[src/rtl/pool2x2_stream_ctrl.sv]
// pool2x2_stream_ctrl
// Streaming 2x2 stride-2 max pooling sequencer. Takes an IMG_H x IMG_W
// row-major pixel stream and emits the (IMG_H/2) x (IMG_W/2) pooled map,
// also row-major. A half-row line buffer carries the pairwise maxima of each
// even row into the following odd row.
//
// Ports:
//   clk, rst_n          clock, asynchronous active-low reset
//   start               frame start pulse (only acted on while idle)
//   in_valid/in_ready   input pixel handshake, in_data = pixel (unsigned)
//   out_valid/out_ready output handshake, out_data = pooled maximum
//   busy                frame in progress
//   done                one-cycle pulse after the last pooled result is taken
module pool2x2_stream_ctrl #(
  parameter int DATA_W = 32,
  parameter int IMG_W  = 4,
  parameter int IMG_H  = 4
) (
  input  logic              clk,
  input  logic              rst_n,
  input  logic              start,
  input  logic              in_valid,
  output logic              in_ready,
  input  logic [DATA_W-1:0] in_data,
  output logic              out_valid,
  input  logic              out_ready,
  output logic [DATA_W-1:0] out_data,
  output logic              busy,
  output logic              done
);

  localparam int CW  = (IMG_W > 2) ? $clog2(IMG_W) : 1;
  localparam int RW  = (IMG_H > 2) ? $clog2(IMG_H) : 1;
  localparam int LBN = IMG_W / 2;
  localparam int KW  = (LBN > 1) ? $clog2(LBN) : 1;

  localparam logic [CW-1:0] COL_LAST = CW'(IMG_W - 1);
  localparam logic [RW-1:0] ROW_LAST = RW'(IMG_H - 1);

  localparam logic [1:0] S_IDLE = 2'd0;
  localparam logic [1:0] S_RUN  = 2'd1;
  localparam logic [1:0] S_WAIT = 2'd2;

  logic [1:0]        state;
  logic [CW-1:0]     col;
  logic [RW-1:0]     row;
  logic [KW-1:0]     k;
  logic [DATA_W-1:0] h_p0;
  logic [DATA_W-1:0] lb_p0 [LBN];

  logic accept;
  logic out_take;
  logic row_odd;
  logic col_odd;
  logic win_done;

  function automatic logic [DATA_W-1:0] max_u(input logic [DATA_W-1:0] a,
                                               input logic [DATA_W-1:0] b);
    return (a > b) ? a : b;
  endfunction

  // The input only stalls when the single output slot is full and not draining.
  assign in_ready = (state == S_RUN) && (!out_valid || out_ready);
  assign accept   = in_valid && in_ready;
  assign out_take = out_valid && out_ready;
  assign row_odd  = row[0];
  assign col_odd  = col[0];
  assign win_done = accept && row_odd && col_odd;
  assign k        = KW'(col >> 1);
  assign busy     = (state == S_RUN) || (state == S_WAIT);

  always_ff @(posedge clk or negedge rst_n) begin
    if (!rst_n) begin
      state     <= S_IDLE;
      col       <= '0;
      row       <= '0;
      out_valid <= 1'b0;
      out_data  <= '0;
      done      <= 1'b0;
    end else begin
      done <= 1'b0;
      case (state)
        S_IDLE: begin
          if (start) begin
            state <= S_RUN;
            col   <= '0;
            row   <= '0;
          end
        end
        S_RUN: begin
          if (accept) begin
            if (col == COL_LAST) begin
              col <= '0;
              if (row == ROW_LAST) begin
                row   <= '0;
                state <= S_WAIT;
              end else begin
                row <= row + RW'(1);
              end
            end else begin
              col <= col + CW'(1);
            end
          end
        end
        S_WAIT: begin
          // The last result is in the slot; its handshake ends the frame.
          if (out_take) begin
            state <= S_IDLE;
            done  <= 1'b1;
          end
        end
        default: state <= S_IDLE;
      endcase

      // A completed window reloads the slot even in a handshake cycle.
      if (win_done) begin
        out_valid <= 1'b1;
        out_data  <= max_u(h_p0, in_data);
      end else if (out_take) begin
        out_valid <= 1'b0;
      end
    end
  end

  // Window accumulation: h_p0 holds the left-column partial of the current
  // pair, lb_p0 carries even-row pair maxima down to the odd row.
  always_ff @(posedge clk) begin
    if (accept && !col_odd) begin
      h_p0 <= row_odd ? max_u(lb_p0[k], in_data) : in_data;
    end
    if (accept && !row_odd && col_odd) begin
      lb_p0[k] <= max_u(h_p0, in_data);
    end
  end

endmodule

[config.mk]
export PLATFORM = sky130hd
export DESIGN_NAME = pool2x2_stream_ctrl
export DESIGN_NICKNAME = d
export VERILOG_FILES = /design/src/rtl/pool2x2_stream_ctrl.sv
export SDC_FILE = /design/constraint.sdc
export NUM_CORES = 1
export LEC_CHECK = 0
export CORE_ASPECT_RATIO = 2
export CORE_UTILIZATION = 35
export CTS_BUF_LIST = sky130_fd_sc_hd__clkbuf_4
export CTS_CLUSTER_DIAMETER = 30
export DETAILED_ROUTE_END_ITERATION = 8
export SLEW_MARGIN = 20
export SYNTH_ARGS = -nofsm -noshare
export SYNTH_HDL_FRONTEND = slang
export SYNTH_SLANG_ARGS = --single-unit
[constraint.sdc]
create_clock -name clk -period 10 [get_ports clk]
set_input_delay 1.5 -clock clk [delete_from_list [all_inputs] [get_ports clk]]
set_output_delay 1.5 -clock clk [all_outputs]
set_load 0.05 [all_outputs]
==> results of run 1 <==
## per-layer routing
layer  global-route usage [%]  part of all wire (%)
met1                     16.0                    37
met2                     34.2                    58
met3                     2.77                   2.1
met4                     8.13                   2.2
met5                        0                     0
## worst min-delay path by stage
stage	from	end	slack [ps]
2_1_floorplan	row[1]$_DFFE_PN0P_	row[1]$_DFFE_PN0P_	470
3_3_place_gp	row[1]$_DFFE_PN0P_	row[1]$_DFFE_PN0P_	490
3_5_place_dp	out_data[3]$_DFFE_PN0P_	out_data[3]$_DFFE_PN0P_	490
4_1_cts	out_data[3]$_DFFE_PN0P_	out_data[3]$_DFFE_PN0P_	520
5_1_grt	out_data[24]$_DFFE_PN0P_	out_data[24]$_DFFE_PN0P_	540
6_report	out_data[3]$_DFFE_PN0P_	out_data[3]$_DFFE_PN0P_	510
## cells in the final DEF, fill, tap and decap left out, types with 3 or more instances in the layout
cell	instances
nor4_1	3
bufinv_16	7
nand2_1	18
mux2i_1	3
clkdlybuf4s50_1	71
and3_1	3
clkinv_4	3
o21ai_0	12
mux2_2	124
nor2_1	6
a21oi_1	26
nor2b_1	3
a21o_1	5
dfrtp_1	40
clkbuf_4	20
buf_4	9
a22o_1	4
nand4_1	17
edfxtp_1	96
nand3_1	10
ha_1	69
inv_1	36
## kinds of logic after synthesis
logic type | count (synthesis)
compound gates | 62
fa+ha+maj | 69
buf+inv | 53
flops | 136
mux | 128
simple gates | 75
## cell type report
class	instances	area, um^2	area share, %
repair buffers	80	778	8.99
multi-input cells	334	3120	36.1
diodes	1	2.50	0.0289
inverters	36	135	1.56
clock buffers	20	150	1.73
well taps	266	333	3.85
clock inverters	12	249	2.88
flip-flops and latches	136	3880	44.9
## metrics by stage
step	hold slack [ps]	total power, mW	util, %
floorplan	470	1.37	-
global placement	492	1.62	40.7
detailed placement	494	1.64	40.7
CTS	520	2.14	42.7
global route	535	2.22	42.7
finish	514	2.11	42.7
## power groups by stage
stage	Clock, mW	Sequential, mW	Combinational (mW)
after global placement	0	0.811	0.811
final	0.486	0.798	0.826
after floorplan	0	0.952	0.423
after detailed placement	0	0.814	0.829
after CTS	0.503	0.801	0.834
after global routing	0.520	0.811	0.887
## sequential cells by signal, summed over array words and instances, names as in the netlist
signal / flops
row: 2
state: 2
h_p0: 32
out_valid: 1
lb_p0: 64
col: 2
done: 1
out_data: 32
==> metrics.yaml, run 1 <==
run_status: "completed"
grt_pass1_vias: 5078
design.final.nets: 711
rr_worst_depth: 10
dp_cells: 852
cap_violations: 0
critPathRequiredTime_ps: 8500
synth_top_family_by_area: "multiplexers"
firstDrtPassIters: 6
async_flop_share_pct: 29.4
yosys_register_bits: 136
syn_inst: 523
finalClockSkew_ps: 23.9
synthesis.nets: 629
synth_most_common_cell: "mux2_2"
grt_pass1_wl_mm: 26.6
r2r_slack_ps: 5430
max_slew_margin_pct: 31.9
cpMostUsedCell: "clkdlybuf4s50_1"
slowest_stage: "clkdlybuf4s50_1"
clkSinkCount: 136
critPathTopFamily: "buffers and inverters"
r2r_end: "h_p0[27]$_DFFE_PP_"
dieWidth_um: 104
tightest_slew_ps: 1020
setup.worst_path.end_class: "primary output"
cts_resized: 0
ir_drop_mv: 0.182
grt.total_usage_pct: 16.8
place_ws_ps: 4770
crit_fanout: 3
cts_tree: "yes"
critPathKind: "in -> out"
clockBufferDepth: 2
p_clk_share_pct: 23.0
numCtsBuffers: 17
synth_ff_type: "edfxtp_1"
crit_buf_inv: 2
vias: 4497
cts_hold_buffers: 0
drt-total-wl_mm: 16.9
synth_adder_area_share_pct: 12.0
clk_latency_ps: 540
die-area_um2: 21200
p_leak_nw: 3.43
hold_class: "reg -> reg"
placedInstanceArea_um2: 8250
die_h_um: 205
p_sw_share_pct: 35.9
synthTopCellsByArea: "edfxtp_1 40%, mux2_2 19%, dfrtp_1 14%, ha_1 12%, inv_1 1.9%"
drtAntennaViolNets: 0
syn_avg_cell_area_um2: 13.8
hold_viol_final: 0
startpoint_type: "input pin"
coreArea_um2: 20300
p_switching_mw: 0.758
period_minus_slack_ps: 4650
worstHoldPathCells: 1
synth_top_cell_by_area: "edfxtp_1"
gp_congestion: 0.840
synth_edf_count: 96
synth_seq_area_share_pct: 53.8
setup-tns-final_ps: 0
wl_per_cell_um: 19.1
post-dp-hpwl_mm: 12.1
root_buffer: "clkbuf_4"
rows: 74
fin_ws_ps: 5350
start_util_pct: 35.6
final-setup-viol-count: 0
syn-cell-area_um2: 7220
r2r_start: "col[1]$_DFFE_PN0P_"
ios: 73
stdcell_area_um2: 8650
fin_cells: 885
avgViaCountPerCell: 5.08
cp_num_cells: 4
drc: 0
cp_slowest_stage_delay_ps: 820
crit_path_cell_trace: "clkdlybuf4s50_1 -> nand2b_1 -> and2_1 -> clkdlybuf4s50_1"
worstPathArrival_ps: 3150
worstSetupEndpoint: "in_ready"
post-synth-top-area-fraction_pct: 39.9
ys_top_cells_by_count: "124 x mux2_2, 96 x edfxtp_1, 69 x ha_1, 40 x dfrtp_1, 36 x inv_1"
fill_cells: 1854
io_buffers: 72
clk_pin_slew_ps: 110
synth_compound_area_share_pct: 5.48
h-tree-depth: 4
synth-xor-area-share_pct: 0
powerDensity_nw_per_um2: 244
gr-total-overflow: 0
pwr-share-seq_pct: 37.8
area_delta_synth_final_pct: 19.9
synth_warnings: 0
grt_max_degree: 41
antenna_found_initial: 1
fin_crit_sh_pct: 46.5
combPwrFrac_pct: 39.2
finalMaxSlewViolations: 0
ys_types: 45
drt_iter0_drc: 169
fmax_mhz: 215
post-cts-setup-buffers: 0
rsz0062_at_grt: "false"
synth-simple-area-share_pct: 5.68
muxShareOfSynthArea_pct: 20.0
p_int_mw: 1.35
startpoint: "out_ready"
drive_above_1_share_pct: 28.6
(Power assumes the default switching activity.)
==> run 2, diff against run 1 <==
clock period = 3.85 ns   (was 10 ns; I/O delays follow)
==> run 2 against run 1 <==
Against the previous run:
- combinational power grew to 2.7 times the previous value
- critical endpoint is now h_p0[20]$_DFFE_PP_
- setup slack worse by 5100 ps
- count of clock-buffer cells in the layout up 1
- final cell count increased by 1.1%
- sequential cell count stayed put
- register-to-register slack worse by 5100 ps
- core utilization shrank 0.086 points
==> metrics.yaml, run 2 (synthesis gave the netlist of run 1 again) <==
setup-tns-final_ps: 0
gr-total-overflow: 0
drtAntennaViolNets: 0
drc: 0
final_cell_mix: "124 x mux2_2, 96 x edfxtp_1, 71 x clkdlybuf4s50_1, 69 x ha_1, 40 x dfrtp_1"
cpMostUsedCell: "mux2_2"
dieWidth_um: 104
cap_violations: 0
r2r_slack_ps: 290
avgViaCountPerCell: 5.09
rr_worst_depth: 11
dp_cells: 862
antenna_found_initial: 1
finalMaxSlewViolations: 0
cp_slowest_stage_delay_ps: 560
tightest_slew_ps: 643
design.final.nets: 721
setup.worst_path.end_class: "register"
ir_drop_mv: 0.493
fin_crit_sh_pct: 92.6
finalClockSkew_ps: 19.8
cts_tree: "yes"
vias: 4558
grt_max_degree: 41
die_h_um: 205
rsz0062_at_grt: "false"
critPathRequiredTime_ps: 4150
hold_slack_ps: 139
crit_fanout: 17
fin_cells: 895
hold_viol_final: 0
highest_layer: "met4"
clockBufferDepth: 2
gp_congestion: 0.832
drive_above_1_share_pct: 29.0
clk_pin_slew_ps: 120
placedInstanceArea_um2: 8370
rows: 74
startpoint_type: "register"
cts_resized: 0
worstPathArrival_ps: 3860
fill_cells: 1886
firstDrtPassIters: 4
die-area_um2: 21200
h-tree-depth: 4
ios: 73
wl_met2_mm: 9.74
coreArea_um2: 20300
io_buffers: 72
stdcell_area_um2: 8640
root_buffer: "clkbuf_4"
post-cts-setup-buffers: 0
drt_iter0_drc: 137
drt-total-wl_mm: 16.8
r2r_end: "h_p0[20]$_DFFE_PP_"
multi_input_area_um2: 3130
wl_per_cell_um: 18.8
ff_latch_area_um2: 3880
hold_class: "in -> async"
post-dp-hpwl_mm: 12.3
largest_register_ffs: 64
grt.total_usage_pct: 16.8
final_common_cell: "mux2_2"
critPathKind: "reg -> reg"
final-setup-viol-count: 0
powerDensity_nw_per_um2: 601
crit_path_cell_trace: "buf_12 -> mux2_2 -> ha_1 -> nand4_1 -> or2_2 -> nor3_1 -> nand3b_1 -> a31oi_1 -> a31o_2 -> buf_4 -> mux2_2"
start_util_pct: 35.6
dr_wl_met3_um: 382
period_minus_slack_ps: 3560
largest_registers: "lb_p0 x64, h_p0 x32, out_data x32"
clk_latency_ps: 540
grt_pass1_wl_mm: 27.1
area_delta_synth_final_pct: 19.6
m1WireLength_mm: 5.98
max_slew_margin_pct: 57.2
run_status: "completed"
grt_pass1_vias: 5211
r2r_start: "col[1]$_DFFE_PN0P_"
p_leak_nw: 3.43
fmax_mhz: 281
clkSinkCount: 136
cts_hold_buffers: 0
slowest_stage: "dfrtp_1"
numCtsBuffers: 17
regMostFlops: "lb_p0"
fin_util_pct: 42.6
-- run 2: cell types whose count changed in the layout (fill, tap and decap cells not counted) --
cell / delta
clkinv_4: -2
bufinv_16: -5
clkbuf_4: +1
nor3b_4: +1
nor3b_2: -1
clkinvlp_4: +1
buf_2: +1
buf_4: +6
clkinv_1: +5
buf_12: +3
-- run 2: critical path, delay by kind of cell (launching register included) --
family / cells / cell delay [ps]
compound gates: 2 / 360
fa+ha+maj: 1 / 300
buf+inv: 2 / 460
flops: 1 / 560
mux: 2 / 740
simple gates: 4 / 900
-- run 2: cell type report --
type                       instances  area share, %
sequential                       136           45.0
clock inverter                    11           1.25
tap                              266           3.85
clock buffer                      21           1.83
antenna                            1         0.0290
inverter                          36           1.56
multi-input combinational        334           36.2
timing repair buffer              90           10.3
-- run 2: power by group --
| part | total, mW | internal, mW | leakage (nW) | switching, mW |
|---|---|---|---|---|
| sequential | 2.06 | 1.89 | 1.41 | 0.165 |
| combinational | 2.23 | 0.948 | 1.88 | 1.28 |
| clock | 0.907 | 0.403 | 0.141 | 0.504 |
-- run 2: per-stage QoR --
| stage | setup WS [ps] | power, mW |
|---|---|---|
| CTS | 278 | 5.26 |
| finish | 286 | 5.19 |
| floorplan | -5.33 | 3.57 |
| global placement | 178 | 4.28 |
| global route | 126 | 5.48 |
| detailed placement | 166 | 4.34 |
-- run 2: how the worst max path moves through the flow --
| stage | start | end | slack, ps | cells past startpoint |
|---|---|---|---|---|
| final | col[1]$_DFFE_PN0P_ | h_p0[20]$_DFFE_PP_ | 290 | 11 |
| after global routing | col[1]$_DFFE_PN0P_ | h_p0[20]$_DFFE_PP_ | 130 | 12 |
| after CTS | col[1]$_DFFE_PN0P_ | h_p0[20]$_DFFE_PP_ | 280 | 12 |
| after detailed placement | in_data[15] | out_data[2]$_DFFE_PN0P_ | 170 | 10 |
| after global placement | in_data[5] | out_data[2]$_DFFE_PN0P_ | 180 | 11 |
| after floorplan | out_valid$_DFFE_PN0P_ | lb_p0[0][0]$_DFFE_PP_ | -5 | 5 |
-- run 2: layer usage --
metal	GRT usage, %	vias to the layer above
met5	0	-
met4	9.52	0
met3	2.61	34
met2	33.1	101
met1	16.2	2261
li1	-	2162
==> run 3, diff against run 2 <==
CORE_MARGIN = 3   (was unset)
==> run 3 against run 2 <==
Against the previous run:
- sequential share of layout area shrank 0.072 points
- clock power grew 7.3%
- total power grew 1.1%
- global-route usage shrank 0.74 points
- maximum frequency shrank 0.65%
- sequential cell count is the same
- critical path depth is the same
- critical endpoint is now h_p0[13]$_DFFE_PP_
- largest power group unchanged
- highest routed layer unchanged
==> metrics.yaml, run 3 (synthesis gave the netlist of run 1 again) <==
finalClockSkew_ps: 19.2
design.final.nets: 718
avgViaCountPerCell: 5.15
worstPathArrival_ps: 3880
cp_slowest_stage_delay_ps: 580
hold_class: "in -> async"
ios: 73
numCtsBuffers: 17
finalMaxSlewViolations: 0
antenna_found_initial: 1
rows: 73
wl_per_cell_um: 19.3
largest_registers: "lb_p0 x64, h_p0 x32, out_data x32"
grt_max_degree: 41
cts_tree: "yes"
firstDrtPassIters: 4
clockBufferDepth: 2
critPathRequiredTime_ps: 4140
setup-tns-final_ps: 0
regMostFlops: "lb_p0"
fin_crit_sh_pct: 93.2
fin_ws_ps: 263
start_util_pct: 35.9
clk_latency_ps: 550
critPathKind: "reg -> reg"
drc: 0
cts_resized: 0
drtAntennaViolNets: 0
final-setup-viol-count: 0
final_cell_mix: "124 x mux2_2, 96 x edfxtp_1, 71 x clkdlybuf4s50_1, 69 x ha_1, 40 x dfrtp_1"
cts_hold_buffers: 0
period_minus_slack_ps: 3590
coreArea_um2: 20100
slowest_stage: "a2111oi_0"
clk_pin_slew_ps: 120
tightest_slew_ps: 602
drt_iter0_drc: 142
startpoint_type: "register"
clkSinkCount: 136
area_delta_synth_final_pct: 19.8
dp_cells: 855
die_h_um: 209
hold_slack_ps: 25.1
rsz0062_at_grt: "false"
io_buffers: 72
critPathTopFamily: "compound AO/OA/AOI/OAI gates"
final_common_cell: "mux2_2"
h-tree-depth: 4
post-dp-hpwl_mm: 12.6
crit_fanout: 28
gr-total-overflow: 0
ir_drop_mv: 0.378
die-area_um2: 22500
crit_buf_inv: 2
fin_cells: 888
largest_register_ffs: 64
drive_above_1_share_pct: 29.0
gp_congestion: 0.844
grt_pass1_wl_mm: 27.2
powerDensity_nw_per_um2: 607
grt_pass1_vias: 5164
setup.worst_path.end_class: "register"
hold_viol_final: 0
cap_violations: 0
p_leak_nw: 3.42
drt-total-wl_mm: 17.1
max_slew_margin_pct: 58.8
fmax_mhz: 279
post-cts-setup-buffers: 0
place_ws_ps: 164
crit_path_cell_trace: "buf_12 -> mux2_2 -> ha_1 -> a21o_1 -> nand3_1 -> a21oi_1 -> a2111oi_0 -> o211ai_1 -> a31o_2 -> buf_12 -> mux2_2"
dieWidth_um: 108
run_status: "completed"
grt.total_usage_pct: 16.0
vias: 4572
root_buffer: "clkbuf_4"
-- run 3: final timing paths --
check                                        start  slack (ps)                      end  cells past startpoint
max in group asynchronous                    rst_n        3380  out_data[9]$_DFFE_PN0P_                      1
min in group clk           out_data[4]$_DFFE_PN0P_         520  out_data[4]$_DFFE_PN0P_                      1
min reg2reg                out_data[4]$_DFFE_PN0P_         520  out_data[4]$_DFFE_PN0P_                      1
min                                          rst_n          30  out_data[5]$_DFFE_PN0P_                      1
max reg2reg                     col[1]$_DFFE_PN0P_         260       h_p0[13]$_DFFE_PP_                     11
max                             col[1]$_DFFE_PN0P_         260       h_p0[13]$_DFFE_PP_                     11
-- run 3: layer usage --
layer	track usage (%)	wire, um
met5	0	0
met4	7.11	521
met3	3.62	531
met2	30.8	9880
met1	15.8	6180
-- run 3: cell type report --
| cell class | instances | area [um^2] |
|---|---|---|
| Antenna cell | 1 | 2.50 |
| Clock buffer | 18 | 135 |
| Clock inverter | 14 | 156 |
| Fill cell | 1901 | 11400 |
| Inverter | 36 | 135 |
| Multi-Input combinational cell | 334 | 3130 |
| Sequential cell | 136 | 3880 |
| Tap cell | 262 | 328 |
| Timing Repair Buffer | 87 | 881 |
-- run 3: per-stage QoR --
step	total power, mW	utilization [%]	cell area [um^2]
global placement	4.29	41.6	8350
detailed placement	4.34	41.6	8350
floorplan	3.57	-	7230
CTS	5.33	43.0	8650
global route	5.55	43.1	8650
finish	5.25	43.1	8650
-- run 3: report_power, final --
group,switching [mW],internal (mW),leakage [nW]
logic,1.29,0.940,1.87
registers,0.157,1.89,1.41
clock network,0.525,0.448,0.147
